===== src/rtl/counter_timer_pkg.sv =====
// Shared register map and CFG/STATUS bit layout for the multi-channel counter/timer.
// Imported by the channel sub-module and by the top-level address decoder.
package counter_timer_pkg;

  typedef enum logic [1:0] {
    REG_CFG    = 2'd0,
    REG_VALUE  = 2'd1,
    REG_DATA   = 2'd2,
    REG_STATUS = 2'd3
  } reg_sel_e;

  localparam int CFG_EN      = 0;
  localparam int CFG_CONT    = 1;
  localparam int CFG_UP      = 2;
  localparam int CFG_CHAIN   = 3;
  localparam int CFG_IRQ_EN  = 4;
  localparam int CFG_BITS    = 5;
  localparam int STATUS_PEND = 0;

  function automatic int addr_width(input int nch);
    return $clog2(nch) + 2;
  endfunction

endpackage


===== src/rtl/counter_timer_chan.sv =====
// One timer channel: CFG/VALUE/DATA/pending registers, up/down counting with
// one-shot or continuous terminal handling, chained counting and sticky interrupt.
module counter_timer_chan
  import counter_timer_pkg::*;
#(
  parameter int WIDTH    = 32,
  parameter bit CHAIN_OK = 1'b1
) (
  input  logic                clkin,
  input  logic                resetn,
  input  logic                i_we,
  input  logic [1:0]          i_sel,
  input  logic [WIDTH-1:0]    i_wdata,
  input  logic                i_prev_event,
  output logic [CFG_BITS-1:0] o_cfg,
  output logic [WIDTH-1:0]    o_value,
  output logic [WIDTH-1:0]    o_data,
  output logic                o_pending,
  output logic                o_event,
  output logic                o_irq
);

  localparam logic [WIDTH-1:0] ONE = WIDTH'(1);

  logic [CFG_BITS-1:0] r_cfg;
  logic [WIDTH-1:0]    r_value;
  logic [WIDTH-1:0]    r_data;
  logic                r_pend;
  logic                r_stop;
  logic                r_event;
  logic                r_irq;

  logic [CFG_BITS-1:0] w_cfg_nxt;
  logic [WIDTH-1:0]    w_value_nxt;
  logic [WIDTH-1:0]    w_data_nxt;
  logic                w_pend_nxt;
  logic                w_stop_nxt;
  logic                w_clr;
  logic                w_count;
  logic                w_term;
  logic                w_fire;

  // Channel 0 is built with CHAIN_OK=0 so its chain bit never gates counting.
  assign w_count = r_cfg[CFG_EN] & ~r_stop &
                   (~(CHAIN_OK & r_cfg[CFG_CHAIN]) | i_prev_event);
  assign w_term  = r_cfg[CFG_UP] ? (r_value == r_data) : (r_value == '0);
  assign w_fire  = w_count & w_term;

  // Next-state for all channel registers; a register write overrides counting.
  always_comb begin
    w_cfg_nxt   = r_cfg;
    w_value_nxt = r_value;
    w_data_nxt  = r_data;
    w_stop_nxt  = r_stop;
    w_clr       = 1'b0;
    if (w_count) begin
      if (w_term) begin
        if (r_cfg[CFG_CONT]) begin
          w_value_nxt = r_cfg[CFG_UP] ? '0 : r_data;
        end else begin
          w_stop_nxt = 1'b1;
        end
      end else if (r_cfg[CFG_UP]) begin
        w_value_nxt = r_value + ONE;
      end else begin
        w_value_nxt = r_value - ONE;
      end
    end else begin
      w_value_nxt = r_value;
    end
    if (i_we) begin
      case (reg_sel_e'(i_sel))
        REG_CFG:    w_cfg_nxt = i_wdata[CFG_BITS-1:0];
        REG_VALUE: begin
          w_value_nxt = i_wdata;
          w_stop_nxt  = 1'b0;
        end
        REG_DATA:   w_data_nxt = i_wdata;
        REG_STATUS: w_clr = i_wdata[STATUS_PEND];
        default:    w_clr = 1'b0;
      endcase
    end else begin
      w_clr = 1'b0;
    end
    if (!w_cfg_nxt[CFG_EN]) begin
      w_stop_nxt = 1'b0;
    end else begin
      w_stop_nxt = w_stop_nxt;
    end
    // A same-cycle event beats a software clear.
    w_pend_nxt = (w_fire & r_cfg[CFG_IRQ_EN]) ? 1'b1 : (w_clr ? 1'b0 : r_pend);
  end

  // Channel state registers with synchronous active-low reset.
  always_ff @(posedge clkin) begin
    if (!resetn) begin
      r_cfg   <= '0;
      r_value <= '0;
      r_data  <= '0;
      r_pend  <= 1'b0;
      r_stop  <= 1'b0;
      r_event <= 1'b0;
      r_irq   <= 1'b0;
    end else begin
      r_cfg   <= w_cfg_nxt;
      r_value <= w_value_nxt;
      r_data  <= w_data_nxt;
      r_pend  <= w_pend_nxt;
      r_stop  <= w_stop_nxt;
      r_event <= w_fire;
      r_irq   <= w_pend_nxt & w_cfg_nxt[CFG_IRQ_EN];
    end
  end

  assign o_cfg     = r_cfg;
  assign o_value   = r_value;
  assign o_data    = r_data;
  assign o_pending = r_pend;
  assign o_event   = r_event;
  assign o_irq     = r_irq;

endmodule


===== src/rtl/counter_timer_multi.sv =====
// Multi-channel counter/timer top: address decode, registered read mux and
// event chaining between NCH counter_timer_chan instances.
module counter_timer_multi
  import counter_timer_pkg::*;
#(
  parameter int NCH   = 2,
  parameter int WIDTH = 32
) (
  input  logic                        clkin,
  input  logic                        resetn,
  input  logic [addr_width(NCH)-1:0]  reg_addr,
  input  logic                        reg_we,
  input  logic [WIDTH-1:0]            reg_wdata,
  output logic [WIDTH-1:0]            reg_rdata,
  output logic [NCH-1:0]              event_out,
  output logic [NCH-1:0]              irq_out
);

  localparam int AW = addr_width(NCH);
  localparam int IW = (NCH > 1) ? $clog2(NCH) : 1;

  logic [IW-1:0]       w_idx;
  logic [1:0]          w_sel;
  logic                w_hit;
  logic [CFG_BITS-1:0] w_cfg   [NCH];
  logic [WIDTH-1:0]    w_value [NCH];
  logic [WIDTH-1:0]    w_data  [NCH];
  logic [NCH-1:0]      w_pend;
  logic [NCH-1:0]      w_event;
  logic [NCH-1:0]      w_irq;
  logic [NCH-1:0]      w_prev;
  logic [WIDTH-1:0]    w_rd;
  logic [WIDTH-1:0]    r_rdata;

  if (NCH > 1) begin : g_idx
    assign w_idx = reg_addr[AW-1:2];
  end else begin : g_idx_one
    assign w_idx = '0;
  end

  assign w_sel = reg_addr[1:0];
  // Non-power-of-two NCH leaves unused channel indices; those are dead addresses.
  assign w_hit = (32'(w_idx) < 32'(NCH));

  for (genvar gi = 0; gi < NCH; gi++) begin : g_chan
    if (gi == 0) begin : g_first
      assign w_prev[gi] = 1'b0;
    end else begin : g_link
      assign w_prev[gi] = w_event[gi-1];
    end

    counter_timer_chan #(
      .WIDTH    (WIDTH),
      .CHAIN_OK (gi != 0)
    ) u_chan (
      .clkin        (clkin),
      .resetn       (resetn),
      .i_we         (reg_we & w_hit & (w_idx == IW'(gi))),
      .i_sel        (w_sel),
      .i_wdata      (reg_wdata),
      .i_prev_event (w_prev[gi]),
      .o_cfg        (w_cfg[gi]),
      .o_value      (w_value[gi]),
      .o_data       (w_data[gi]),
      .o_pending    (w_pend[gi]),
      .o_event      (w_event[gi]),
      .o_irq        (w_irq[gi])
    );
  end

  // Read mux over the addressed channel; dead addresses read as zero.
  always_comb begin
    w_rd = '0;
    if (w_hit) begin
      case (reg_sel_e'(w_sel))
        REG_CFG:    w_rd = {{(WIDTH-CFG_BITS){1'b0}}, w_cfg[w_idx]};
        REG_VALUE:  w_rd = w_value[w_idx];
        REG_DATA:   w_rd = w_data[w_idx];
        REG_STATUS: w_rd = {{(WIDTH-1){1'b0}}, w_pend[w_idx]};
        default:    w_rd = '0;
      endcase
    end else begin
      w_rd = '0;
    end
  end

  // Registered read data.
  always_ff @(posedge clkin) begin
    if (!resetn) begin
      r_rdata <= '0;
    end else begin
      r_rdata <= w_rd;
    end
  end

  assign reg_rdata = r_rdata;
  assign event_out = w_event;
  assign irq_out   = w_irq;

endmodule


===== config.mk =====
export PLATFORM = sky130hd
export DESIGN_NAME = counter_timer_multi
export DESIGN_NICKNAME = d
export VERILOG_FILES = /design/src/rtl/counter_timer_pkg.sv /design/src/rtl/counter_timer_chan.sv /design/src/rtl/counter_timer_multi.sv
export SDC_FILE = /design/constraint.sdc
export NUM_CORES = 1
export LEC_CHECK = 0
export CORE_MARGIN = 5
export CORE_UTILIZATION = 50
export CTS_CLUSTER_SIZE = 8
export DETAILED_ROUTE_END_ITERATION = 16
export GPL_TIMING_DRIVEN = 0
export PLACE_DENSITY = 0.78
export SYNTH_ARGS = -nofsm -noshare
export SYNTH_HDL_FRONTEND = slang
export SYNTH_SLANG_ARGS = --single-unit

===== constraint.sdc =====
create_clock -name clkin -period 4.09 [get_ports clkin]
set_clock_uncertainty 0.1 [all_clocks]
set_input_delay 0.818 -clock clkin [delete_from_list [all_inputs] [get_ports clkin]]
set_output_delay 0.818 -clock clkin [all_outputs]
set_load 0.02 [all_outputs]

==> flow_metrics.env <==
export IMPL_htree_num_levels=4
export IMPL_p_leak_nw=5.67
export IMPL_portBuffers=71
export IMPL_cap_violations=0
export IMPL_die_h_um=169
export IMPL_power_per_cell_area_nw_per_um2=364
export IMPL_n_antenna_cell=0
export IMPL_fmax_ghz=0.255
export IMPL_crit_family="compound AO/OA/AOI/OAI gates"
export IMPL_cp_data_arrival_time_ps=4150
export IMPL_gp_congestion=1.04
export IMPL_postRouteAntennaNets=0
export IMPL_drt_wl_total_um=47200
export IMPL_setup_ws_ps=168
export IMPL_grt_antenna_before_repair=1
export IMPL_path_cells="clkbuf_4 > clkinvlp_4 > buf_4 > ha_1 > a211oi_1 > nor4_1 > o31ai_1 > a21oi_1 > o211ai_1 > a21oi_1 > a211oi_1 > and3_1 > nor3_1"
export IMPL_synth_area_top_cells="dfxtp_1 28%, nand2_1 7.0%, mux2i_1 6.9%, a21oi_1 6.9%, ha_1 6.0%"
export IMPL_tightest_slew_ps=921
export IMPL_fin_crit_sh=0.959
export IMPL_status="complete, no violations"
export IMPL_syn_avg_cell_area_um2=7.71
export IMPL_ys_top_cells_by_count="236 x nand2_1, 178 x dfxtp_1, 173 x a21oi_1, 135 x nor2_1, 87 x mux2i_1"
export IMPL_max_stage_delay_ps=480
export IMPL_track_usage=0.318
export IMPL_final_seq_area_um2=3560
export IMPL_postSynth_asyncResetShare=0
export IMPL_slew_headroom=0.381
export IMPL_holdBufCountCts=0
export IMPL_vias_per_cell=6.41
export IMPL_synth_seq_area_share=0.283
export IMPL_synth_top_cell_area_share=0.283
export IMPL_rows=58
export IMPL_layoutNonFillerInstCount=2073
export IMPL_num_vias=13288
export IMPL_rsz0062_at_grt="no"
export IMPL_cts_buffer_depth=2
export IMPL_cp_required_ps=4320
export IMPL_drc=0
export IMPL_area_delta_synth_final_pct=14.3
export IMPL_dp_slack_ps=-786
export IMPL_multiInputGateArea_um2=8470
export IMPL_grt_pass1_vias=12415
export IMPL_drt_pass1_iter_count=7
export IMPL_setup_viol=0
export IMPL_cts_clk_slew_worst_paths_ps=70
export IMPL_synthesis_area_um2=12600
export IMPL_cts_root_buffer="clkbuf_16"
export IMPL_critPathSlowestCell="dfxtp_2"
export IMPL_dp_cells=2035
export IMPL_grt_pass1_wl_um=71200
export IMPL_drive_gt1_frac=0.0413
export IMPL_postLayoutCoreUtil=0.577
export IMPL_io_pins=74
export IMPL_hold_violations=0
export IMPL_die_area_um2=28500
export IMPL_grt_overflow=0
export IMPL_synth_ff_type="dfxtp_1"
export IMPL_yosysTopAreaCell="dfxtp_1"
export IMPL_syn_inst=1634
export IMPL_ys_warn_count=0
export IMPL_cp_start_kind="register"
export IMPL_min_delay_path_class="reg -> reg"
export IMPL_vdd_drop_max_mv=0.280
export IMPL_routedWlPerCell_um=22.8
export IMPL_setup_tns_ps=0
export IMPL_finalCriticalPeriod_ps=3920
export IMPL_drt_iter0_markers=1998
export IMPL_numCtsBuffers=17
export IMPL_grt_start_max_net_pins=18
export IMPL_fillCellCount=2322
export IMPL_clk_latency_ps=440
export IMPL_cp_end_kind="register"
export IMPL_core_um2=25000
export IMPL_final_max_slew_viol_count=0
export IMPL_synth_most_common_cell="nand2_1"
export IMPL_final_nets=1831
export IMPL_dp_final_hpwl_um=36800
export IMPL_power_mw=5.24
export IMPL_crit_fanout=11
export IMPL_critical_path_class="reg -> reg"
export IMPL_cp_buffers_inverters=3
export IMPL_initial_utilization=0.505
export IMPL_die_width_um=169
export IMPL_synth_nets=1734
export IMPL_clkSinkCount=178
export IMPL_cts_tree="yes"
export IMPL_synth_distinct_cells=69
export IMPL_synth_edff_count=0
export IMPL_ys_ff_latch=178
## tightest hold or removal path: stages (launching register included)
cell     delay [ps]
dfxtp_1         330
mux2i_1          60
nor2_1           80
## metrics by stage
step	area [µm²]	hold WS, ps
2_1_floorplan	12600	360
3_3_place_gp	13700	386
5_1_grt	14400	436
4_1_cts	14400	404
3_5_place_dp	13700	388
6_report	14400	400
## area by class of cell
cell class                      count  area share
Buffer                            105      0.0303
Clock buffer                       20      0.0310
Clock inverter                     11      0.0107
Inverter                           36     0.00991
Multi-Input combinational cell   1315       0.589
Sequential cell                   178       0.248
Tap cell                          330      0.0287
Timing Repair Buffer               76      0.0520
Timing Repair inverter              2     0.00104
## logic make-up (layout without fill, tap and decap cells)
group                    Yosys count  after routing  share of synthesized area
buffers and inverters            141            250                     0.0449
multiplexers                      91             91                     0.0763
adder cells (fa/ha/maj)           62             62                     0.0628
flip-flops                       178            178                      0.283
XOR/XNOR                         108            108                     0.0751
AND/OR/NAND/NOR                  558            558                      0.200
AO/OA/AOI/OAI                    496            496                      0.258
## sequential cells by signal (all words and copies together) (netlist names)
| name | flops |
|---|---|
| g_chan.u_chan.o_value | 64 |
| reg_rdata | 32 |
| g_chan.u_chan.o_pending | 2 |
| g_chan.u_chan.o_data | 64 |
| g_chan.u_chan.o_cfg | 10 |
| g_chan.u_chan.r_stop | 2 |
| g_chan.u_chan.o_irq | 2 |
| g_chan.u_chan.o_event | 2 |
## repair_timing
action                     4_1_cts  5_1_grt
setup endpoints to repair       40       12
cloned                           2        0
gates resized for setup          7        2
setup buffers                    3        2
## path summary, 6_finish.rpt
path / start / to / slack (ps) / cells past startpoint
setup reg to reg: g_chan[0].u_chan.o_cfg[2] / g_chan[0].u_chan.o_value[31] / 170 / 13
hold reg to reg: g_chan[0].u_chan.o_cfg[3] / g_chan[0].u_chan.o_cfg[3] / 400 / 2
setup / recovery: g_chan[0].u_chan.o_cfg[2] / g_chan[0].u_chan.o_value[31] / 170 / 13
hold / removal: g_chan[0].u_chan.o_cfg[3] / g_chan[0].u_chan.o_cfg[3] / 400 / 2
## per-layer routing
layer  track usage  vias up  part of all wire
met1         0.419     6124              0.40
met2         0.506      838              0.45
met5             0        -                 0
met4         0.173        0             0.057
li1              -     6161                 -
met3        0.0437      165             0.097
## power by group
part	internal [mW]	switching [mW]	total, mW	leakage (nW)
Combinational	0.666	0.943	1.61	3.94
Sequential	1.79	0.119	1.91	1.44
Clock	0.982	0.737	1.72	0.287
## cell usage in the layout, fill, tap and decap left out, types with 7 or more instances in the layout
cell type	instances
nand2_1	236
dfxtp_1	177
a21oi_1	173
nor2_1	135
mux2i_1	87
clkbuf_1	77
o21ai_0	76
clkdlybuf4s50_1	71
xor2_1	68
ha_1	60
xnor2_1	40
nand3_1	37
a21o_1	35
inv_1	33
nor4_1	31
o22a_1	28
nor3_1	25
a221oi_1	23
a211oi_1	21
nand4_1	18
clkbuf_16	17
o211ai_1	16
and3_1	16
nor2b_1	13
a31oi_1	12
buf_2	11
buf_4	11
buf_1	11
o2bb2ai_1	10
o21ai_1	9
a22oi_1	9
or3_1	8
o21a_1	7
o22ai_1	7
a311oi_1	7
(Power assumes the default switching activity.)
